## config.mk

```make
export PLATFORM = sky130hd
export DESIGN_NAME = i2c_gain_target_flat
export DESIGN_NICKNAME = d
export VERILOG_FILES = /design/src/rtl/i2c_gain_target_if.sv /design/src/rtl/i2c_gain_target.sv /design/src/flat_wrapper.sv
export SDC_FILE = /design/constraint.sdc
export NUM_CORES = 1
export LEC_CHECK = 0
export CORE_ASPECT_RATIO = 0.5
export CORE_MARGIN = 10
export CORE_UTILIZATION = 51
export CTS_CLUSTER_SIZE = 10
export DETAILED_ROUTE_END_ITERATION = 10
export PLACE_DENSITY = 0.82
export SLEW_MARGIN = 0
export SYNTH_ARGS = -nofsm -noshare
export SYNTH_HDL_FRONTEND = slang
export SYNTH_SLANG_ARGS = --single-unit
export TNS_END_PERCENT = 1
```

## constraint.sdc

```tcl
create_clock -name clk -period 2.4 [get_ports clk]
set_clock_uncertainty 0.05 [all_clocks]
set_input_delay 0.48 -clock clk [delete_from_list [all_inputs] [get_ports clk]]
set_output_delay 0.48 -clock clk [all_outputs]
set_load 0.005 [all_outputs]
```

## src/rtl/i2c_gain_target_if.sv

```systemverilog
// Pad and gain-bank signals of the I2C gain target.
// The slave side is the target itself; master is the pad/bank environment.
interface i2c_gain_target_if;
    logic       scl;
    logic       sda_in;
    logic       sda_oe;
    logic [7:0] reg_addr;
    logic [7:0] reg_data;
    logic       reg_we;
    logic [7:0] reg_rdata;
    logic       busy;

    modport slave (
        input  scl, sda_in, reg_rdata,
        output sda_oe, reg_addr, reg_data, reg_we, busy
    );

    modport master (
        output scl, sda_in, reg_rdata,
        input  sda_oe, reg_addr, reg_data, reg_we, busy
    );
endinterface

```

## src/rtl/i2c_gain_target.sv

```systemverilog
// I2C target turning controller writes into gain-bank write strobes,
// with sequential reads of the same bank; SDA is open drain.
module i2c_gain_target #(
    parameter logic [6:0] SLAVE_ADDR = 7'h6A,
    parameter logic [7:0] REG_BASE   = 8'h01,
    parameter int         NUM_REGS   = 10
) (
    input  logic        clk,
    input  logic        rst_n,
    i2c_gain_target_if.slave bus
);
    localparam logic [3:0] S_IDLE      = 4'd0;
    localparam logic [3:0] S_ADDR      = 4'd1;
    localparam logic [3:0] S_ADDR_ACK  = 4'd2;
    localparam logic [3:0] S_PTR       = 4'd3;
    localparam logic [3:0] S_PTR_ACK   = 4'd4;
    localparam logic [3:0] S_WDATA     = 4'd5;
    localparam logic [3:0] S_WDATA_ACK = 4'd6;
    localparam logic [3:0] S_RDATA     = 4'd7;
    localparam logic [3:0] S_RDATA_ACK = 4'd8;
    localparam logic [3:0] S_IGNORE    = 4'd9;

    localparam logic [8:0] REG_END = {1'b0, REG_BASE} + 9'(NUM_REGS);

    logic [1:0] scl_sync;
    logic [1:0] sda_sync;
    logic       scl_q;
    logic       sda_q;
    logic       scl_s;
    logic       sda_s;
    logic       scl_rise;
    logic       scl_fall;
    logic       start_det;
    logic       stop_det;

    logic [3:0] state;
    logic [3:0] cnt;
    logic [7:0] shift;
    logic       rw;
    logic       ack_ok;
    logic       in_range;
    logic [7:0] rd_byte;

    // Sync flops idle high so reset release never fakes a START/STOP
    always_ff @(posedge clk or negedge rst_n) begin
        if (!rst_n) begin
            scl_sync <= 2'b11;
            sda_sync <= 2'b11;
            scl_q    <= 1'b1;
            sda_q    <= 1'b1;
        end else begin
            scl_sync <= {scl_sync[0], bus.scl};
            sda_sync <= {sda_sync[0], bus.sda_in};
            scl_q    <= scl_sync[1];
            sda_q    <= sda_sync[1];
        end
    end

    assign scl_s     = scl_sync[1];
    assign sda_s     = sda_sync[1];
    assign scl_rise  = scl_s & ~scl_q;
    assign scl_fall  = ~scl_s & scl_q;
    assign start_det = scl_s & scl_q & sda_q & ~sda_s;
    assign stop_det  = scl_s & scl_q & ~sda_q & sda_s;

    assign in_range = (bus.reg_addr >= REG_BASE)
                   && ({1'b0, bus.reg_addr} < REG_END);
    assign rd_byte  = in_range ? bus.reg_rdata : 8'hFF;

    always_ff @(posedge clk or negedge rst_n) begin
        if (!rst_n) begin
            state        <= S_IDLE;
            cnt          <= 4'd0;
            shift        <= 8'h00;
            rw           <= 1'b0;
            ack_ok       <= 1'b0;
            bus.sda_oe   <= 1'b0;
            bus.reg_addr <= 8'h00;
            bus.reg_data <= 8'h00;
            bus.reg_we   <= 1'b0;
            bus.busy     <= 1'b0;
        end else begin
            bus.reg_we <= 1'b0;
            // Pointer advances the clk after the strobe so the bank sees
            // the written address alongside reg_we
            if (bus.reg_we)
                bus.reg_addr <= bus.reg_addr + 8'd1;

            if (start_det) begin
                state      <= S_ADDR;
                cnt        <= 4'd0;
                bus.sda_oe <= 1'b0;
                bus.busy   <= 1'b0;
            end else if (stop_det) begin
                state      <= S_IDLE;
                cnt        <= 4'd0;
                bus.sda_oe <= 1'b0;
                bus.busy   <= 1'b0;
            end else if (scl_rise) begin
                if (state == S_ADDR || state == S_PTR || state == S_WDATA) begin
                    shift <= {shift[6:0], sda_s};
                    cnt   <= cnt + 4'd1;
                end else if (state == S_RDATA_ACK) begin
                    // Advance on ACK now so reg_rdata is settled by the fall
                    ack_ok <= ~sda_s;
                    if (!sda_s)
                        bus.reg_addr <= bus.reg_addr + 8'd1;
                end
            end else if (scl_fall) begin
                unique case (state)
                    S_ADDR: begin
                        if (cnt == 4'd8) begin
                            cnt <= 4'd0;
                            if (shift[7:1] == SLAVE_ADDR) begin
                                rw         <= shift[0];
                                bus.sda_oe <= 1'b1;
                                bus.busy   <= 1'b1;
                                state      <= S_ADDR_ACK;
                            end else begin
                                state <= S_IGNORE;
                            end
                        end
                    end
                    S_ADDR_ACK, S_RDATA_ACK: begin
                        if ((state == S_ADDR_ACK && rw)
                            || (state == S_RDATA_ACK && ack_ok)) begin
                            // First read bit goes out on the fall ending the ACK
                            shift      <= {rd_byte[6:0], 1'b0};
                            bus.sda_oe <= ~rd_byte[7];
                            cnt        <= 4'd1;
                            state      <= S_RDATA;
                        end else if (state == S_ADDR_ACK) begin
                            bus.sda_oe <= 1'b0;
                            state      <= S_PTR;
                        end else begin
                            bus.sda_oe <= 1'b0;
                            bus.busy   <= 1'b0;
                            state      <= S_IGNORE;
                        end
                    end
                    S_PTR: begin
                        if (cnt == 4'd8) begin
                            cnt          <= 4'd0;
                            bus.reg_addr <= shift;
                            bus.sda_oe   <= 1'b1;
                            state        <= S_PTR_ACK;
                        end
                    end
                    S_PTR_ACK, S_WDATA_ACK: begin
                        bus.sda_oe <= 1'b0;
                        state      <= S_WDATA;
                    end
                    S_WDATA: begin
                        if (cnt == 4'd8) begin
                            cnt <= 4'd0;
                            if (in_range) begin
                                bus.reg_data <= shift;
                                bus.reg_we   <= 1'b1;
                                bus.sda_oe   <= 1'b1;
                                state        <= S_WDATA_ACK;
                            end else begin
                                bus.busy <= 1'b0;
                                state    <= S_IGNORE;
                            end
                        end
                    end
                    S_RDATA: begin
                        if (cnt == 4'd8) begin
                            cnt        <= 4'd0;
                            bus.sda_oe <= 1'b0;
                            state      <= S_RDATA_ACK;
                        end else begin
                            bus.sda_oe <= ~shift[7];
                            shift      <= {shift[6:0], 1'b0};
                            cnt        <= cnt + 4'd1;
                        end
                    end
                    default: bus.sda_oe <= 1'b0;
                endcase
            end
        end
    end
endmodule

```

## src/flat_wrapper.sv

```systemverilog
// flat-port wrapper written by rule: the top's interface ports become plain ports
module i2c_gain_target_flat 
#(
    parameter logic [6:0] SLAVE_ADDR = 7'h6A,
    parameter logic [7:0] REG_BASE   = 8'h01,
    parameter int         NUM_REGS   = 10
)
  (clk, rst_n, bus_scl, bus_sda_in, bus_reg_rdata, bus_sda_oe, bus_reg_addr, bus_reg_data, bus_reg_we, bus_busy);
  i2c_gain_target_if bus_i ();
  input  logic clk;
  input  logic rst_n;
  input wire logic [$bits(bus_i.scl)-1:0] bus_scl;
  input wire logic [$bits(bus_i.sda_in)-1:0] bus_sda_in;
  input wire logic [$bits(bus_i.reg_rdata)-1:0] bus_reg_rdata;
  output wire logic [$bits(bus_i.sda_oe)-1:0] bus_sda_oe;
  output wire logic [$bits(bus_i.reg_addr)-1:0] bus_reg_addr;
  output wire logic [$bits(bus_i.reg_data)-1:0] bus_reg_data;
  output wire logic [$bits(bus_i.reg_we)-1:0] bus_reg_we;
  output wire logic [$bits(bus_i.busy)-1:0] bus_busy;
  assign bus_i.scl = bus_scl;
  assign bus_i.sda_in = bus_sda_in;
  assign bus_i.reg_rdata = bus_reg_rdata;
  assign bus_sda_oe = bus_i.sda_oe;
  assign bus_reg_addr = bus_i.reg_addr;
  assign bus_reg_data = bus_i.reg_data;
  assign bus_reg_we = bus_i.reg_we;
  assign bus_busy = bus_i.busy;
  i2c_gain_target #(.SLAVE_ADDR(SLAVE_ADDR), .REG_BASE(REG_BASE), .NUM_REGS(NUM_REGS)) u_core (.clk(clk), .rst_n(rst_n), .bus(bus_i));
endmodule
```

==> Word level (Yosys, flattened, before mapping) <==
Index checks and enable logic that the tools add are counted.
{ "totals": {"output_inout_bits": 19, "in_bits": 12, "regBits": 43} }
{ "classes": {"bitwise": 17, "n_addsub": 2, "n_eq_ne": 26, "n_lt_le_gt_ge": 2, "mux": 67, "n_reduce_logical": 24} }
{ "op_table": {"columns": ["op", "count"], "rows": [
  ["two-way mux 8 bit", 16],
  ["two-way mux 4 bit", 20],
  ["AND reduction 7 bit", 5],
  ["inequality test 4 x 2 -> 1 bit, second input constant", 7],
  ["two-way mux 1 bit", 26],
  ["case mux 4 bit (6 select lines)", 1],
  ["equality test 4 x 3 -> 1 bit, second input constant", 4],
  ["case mux 8 bit (2 select lines)", 1],
  ["case mux 4 bit (3 select lines)", 1],
  ["inequality test 5 x 1 -> 1 bit, second input constant", 2],
  ["NOT 1 bit", 10],
  ["AND reduction 5 bit", 2],
  ["AND reduction 9 bit", 1],
  ["adder 8 x 1 -> 8 bit, second input constant", 1],
  ["equality test 4 x 2 -> 1 bit, second input constant", 2],
  ["equality test 4 bit, second input constant", 2],
  [">= comparator 8 x 1 -> 1 bit, second input constant", 1],
  ["< comparator 8 x 4 -> 1 bit, second input constant", 1],
  ["inequality test 4 x 1 -> 1 bit, second input constant", 2],
  ["nonzero test 8 bit", 1],
  ["bitwise AND 1 bit", 7],
  ["equality test 7 bit, second input constant", 1],
  ["nonzero test 3 bit", 2],
  ["nonzero test 6 bit", 1],
  ["other kinds (16)", 21]
]} }

==> Longest topological paths before layout <==
{ "logic_depth": {"depth_word": 10, "mapped_depth": 9, "ltp_nobuf": 7} }

==> Least setup slack after synthesis <==
No wires, ideal clock.
{ "synth_timing": {"kind": "register to register", "from": "register u_core.sda_sync[1]", "to": "register u_core.bus.reg_data[0]", "slack_ns": 0.043, "period_less_slack_ns": 2.357, "path_stages_with_launch": 7, "arrival_ns": 2.182, "required_time_ns": 2.225, "cell_sequence": "dfstp_2 -> buf_2 -> xor2_1 -> and2_1 -> or3_4 -> nor4_4 -> mux2_2"} }
{ "synth_between": {"elab_chain_len": 4, "word_cells_on_any_way": 6, "cone_classes": "bitwise: 5; reduce/logical: 1"} }
{ "synth_rtl": {"columns": ["element", "line_no", "rtl"], "rows": [
  ["start: declaration", "i2c_gain_target.sv:26", "logic [1:0] sda_sync;"],
  ["start signal: assignment", "i2c_gain_target.sv:53", "sda_sync <= {sda_sync[0], bus.sda_in};"],
  ["NOT 1 bit", "i2c_gain_target.sv:63", "assign start_det = scl_s & scl_q & sda_q & ~sda_s;"],
  ["bitwise AND 1 bit", "i2c_gain_target.sv:63", null],
  ["NOT 1 bit (no line)", null, null],
  ["AND reduction 7 bit (no line) (*)", null, null],
  ["end signal: assignment", "i2c_gain_target.sv:157", "bus.reg_data <= shift;"],
  ["end: declaration", "i2c_gain_target_if.sv:15", "output sda_oe, reg_addr, reg_data, reg_we, busy"]
]} }
Every way passes the cells marked *; elsewhere a longest branch is shown, timed or not.
A chain may end at the register's enable or synchronous reset.

==> Worst setup path after layout <==
{ "layout_timing": {"from": "register u_core.scl_q", "to": "register u_core.bus.reg_data[1]"} }
{ "layout_between": {"elab_chain_len": 5, "word_cells_on_any_way": 12, "cone_classes": "bitwise: 11; reduce/logical: 1"} }
{ "layout_rtl": {"columns": ["element", "line_no", "rtl"], "rows": [
  ["start: declaration", "i2c_gain_target.sv:27", "logic scl_q;"],
  ["start signal: assignment", "i2c_gain_target.sv:54", "scl_q <= scl_sync[1];"],
  ["bitwise AND 1 bit", "i2c_gain_target.sv:63, i2c_gain_target.sv:64", null],
  ["bitwise AND 1 bit (on tied branches) (2 in series)", "i2c_gain_target.sv:63, i2c_gain_target.sv:64", null],
  ["NOT 1 bit (no line)", null, null],
  ["AND reduction 7 bit (no line) (*)", null, null]
]} }
Marks and branches as above.

==> results.toml <==
[yosys]
post_synth_instance_area_mm2 = 0.002721
yosys_warnings = 0
synth-seq-cells = 43
postSynthAreaPerCell_um2 = 9.482
synthesis.instances = 287
synth_seq_area_share_pct = 39.82
post_synth_edffs = 0
synth_ff_type = "dfrtp_1"
synth-async-reset-ratio_pct = 100.0
postSynthNetCount = 307
yosysUniqueCellTypes = 60

[clock_tree]
cts_sinks = 43
cts.reportedPaths.clkPinSlew_ns = 0.10
number_of_h_tree_branching_levels = 2
insertion_delay_ns = 0.31
clock_tree.root_cell = "clkbuf_8"
cts.path.max_buffers = 2
cts_post_setup_buffers_inserted = 0
cts_tree = "built"
cts_resized = 1
cts-buffers-inserted = 5
cts_hold_buffers = 0

[grt]
grt_start_max_net_pins = 29
grt_first_pass_wirelength_mm = 11.56
first_global_vias = 2395
global_routing_usage_summed_across_all_routing_layers_pct = 15.85
grt_remaining_overflow = 0
grt_antenna_before_repair = 0

[worst_setup_path]
timing.rr.end = "u_core.bus.reg_data[1]"
crit_path_class = "reg2reg"
timing.critical_path.arrival_ns = 2.47
cp-start-kind = "register"
crit_slowest_cell = "dfstp_2"
setup.worst_path.end = "u_core.bus.reg_data[1]"
worst-path-max-fanout = 8
setup.reg_to_reg.worst_slack_ns = 0.08
crit_path_cell_trace = "inv_1 > ha_1 > nand2b_1 > or3_4 > nor4_4 > buf_6 > mux2_1"
cp.required_ns = 2.55
timing.critical_path.slowest_cell_delay_ns = 0.56
depth_of_the_most_critical_reg_to_reg_path = 7
r2r_start = "u_core.scl_q"
critPathLaunch = "u_core.scl_q"
critPathCaptureType = "register"

[detailed_routing]
dr_total_vias = 2483
wl_mm = 7.098
final_antenna_net_count = 0
drtIter0Drc = 233
drt_pre_antenna_iters = 9
drt-wirelength-per-cell_um = 17.97
detail_route.vias_per_cell = 6.286
drc = 0

[cells_and_area]
syn_to_final_growth_pct = 20.74
n_antenna_cell = 0
layout_commonest_cell = "dfrtp_1"
utilization_pct = 65.13
post_route_cells_drive_above_1_share_pct = 15.08
fillCellCount = 403
finalNonFillerCells = 395
commonest_cells_after_routing_fill_and_taps_aside = "dfrtp_1 (37), clkdlybuf4s50_1 (29), buf_4 (18), inv_1 (17), a21oi_1 (17)"
sequential_cell_area_mm2 = 0.001084
finish.net_count = 344
multiInputGateArea_mm2 = 0.001516

[power_and_ir_drop]
report.power.total_mw = 2.110
vdd_drop_max_v = 0.0002860
power.static_leakage_nw = 1.346
pwr_density_cell_mw_per_mm2 = 642.3

[job]
max_cap_violations = 0

[timing]
fmax_mhz = 430.5
actual_slew_at_the_worst_max_slew_pin_ns = 0.6599
period_share_pct = 96.80
final_period_minus_worst_setup_slack_ns = 2.323
max_slew_margin_pct = 56.01
setup_repair_after_global_routing_missed_its_margin = "yes"
final_max_tran_viols = 0
fin_worst_hold_slack_ns = 0.1421
hold_viol = 0
fin_setup_tns_ns = 0
setup_viol = 0

[hold_path]
worstHoldPathType = "in2async"

[place]
finalWeightedCongestion = 0.8860
dp_hpwl_mm = 5.339
place.detailed.instances = 387
io_buffer_count = 30

[floorplanning]
fp.coreArea_mm2 = 0.005045
start_util_pct = 53.94
die-height_um = 71.66
boundaryPins = 31
dieArea_mm2 = 0.008835
fp-row-count = 18
die_w_um = 123.3

[run_status]
status = "complete, no violations"
## kinds of logic after synthesis
| family | Yosys count | synth area share [%] |
|---|---|---|
| muxes | 19 | 7.448 |
| adders and majority gates | 8 | 3.678 |
| AOI/OAI and AO/OA | 79 | 19.63 |
| DFF | 43 | 39.82 |
| xor gates and xnor gates | 17 | 5.471 |
| and+or+nand+nor | 85 | 18.80 |
| buffers and inverters | 36 | 5.149 |
## power breakdown
group          switching, mW  internal, mW
sequential             0.132         0.823
combinational          0.345         0.312
clock                  0.289         0.209
total                  0.766          1.34
## sequential cells by signal, indices dropped and copies added (netlist names), 2 cells and up
| name | count |
|---|---|
| u_core.cnt | 4 |
| u_core.shift | 8 |
| u_core.sda_sync | 2 |
| u_core.bus.reg_addr | 8 |
| u_core.bus.reg_data | 8 |
| u_core.state | 4 |
| u_core.scl_sync | 2 |
## layout make-up
type | instances | area share, %
Tap cell | 70 | 2.666
Clock inverter | 3 | 0.7235
Timing Repair Buffer | 49 | 13.44
Multi-Input combinational cell | 208 | 46.15
Inverter | 17 | 1.942
Clock buffer | 5 | 2.094
Sequential cell | 43 | 32.98
## worst max-delay path, delay by kind of cell, from the launching register on
kind,cells,cell delay (ns)
and+or+nand+nor,3,0.87
muxes,1,0.34
buffers and inverters,2,0.22
adders and majority gates,1,0.19
DFF,1,0.56
## metrics by stage
stage               worst slack (ns)  cell area (um2)
finish                       0.07685             3286
global route               -0.008932             3286
CTS                          0.05697             3267
detailed placement          -0.01469             3171
global placement             0.08317             3171
floorplan                    0.04348             2721
## per-layer routing
metal / track usage [%] / part of all wire, % / vias to the layer above
met2: 26.91 / 50 / 106
met4: 4.750 / 1.8 / 0
li1: - / - / 1137
met5: 0 / 0 / -
met1: 19.61 / 42 / 1219
met3: 3.675 / 6.3 / 21
## cells in the mapped netlist, types with 4 or more instances
cell type,instances,area [um2]
inv_1,17,63.81
nor3_1,9,45.04
or3_1,5,31.28
buf_2,4,20.02
nand2_1,12,45.04
o22ai_1,11,68.82
ha_1,8,100.1
nand4_1,5,31.28
xnor2_1,7,61.31
a21oi_1,17,85.08
clkbuf_1,12,45.04
dfstp_2,6,157.7
o21a_1,4,30.03
nor2_1,14,52.55
nor2b_1,7,43.79
dfrtp_1,37,925.9
mux2_2,7,78.83
nor3b_1,4,30.03
nand3_1,5,25.02
o21ai_0,13,65.06
nand2b_1,4,25.02
xor2_1,10,87.58
mux2i_1,9,90.09
## worst min path at each step
| stage | depth (start not counted) | slack (ns) | to |
|---|---|---|---|
| after floorplan | 0 | 0.13 | u_core.ack_ok |
| after global placement | 0 | 0.30 | u_core.sda_sync[1] |
| after detailed placement | 0 | 0.30 | u_core.scl_sync[1] |
| after CTS | 1 | 0.16 | u_core.shift[1] |
| after global routing | 1 | 0.18 | u_core.shift[1] |
| final | 1 | 0.14 | u_core.shift[1] |
Power figures use the tool's default switching activity.
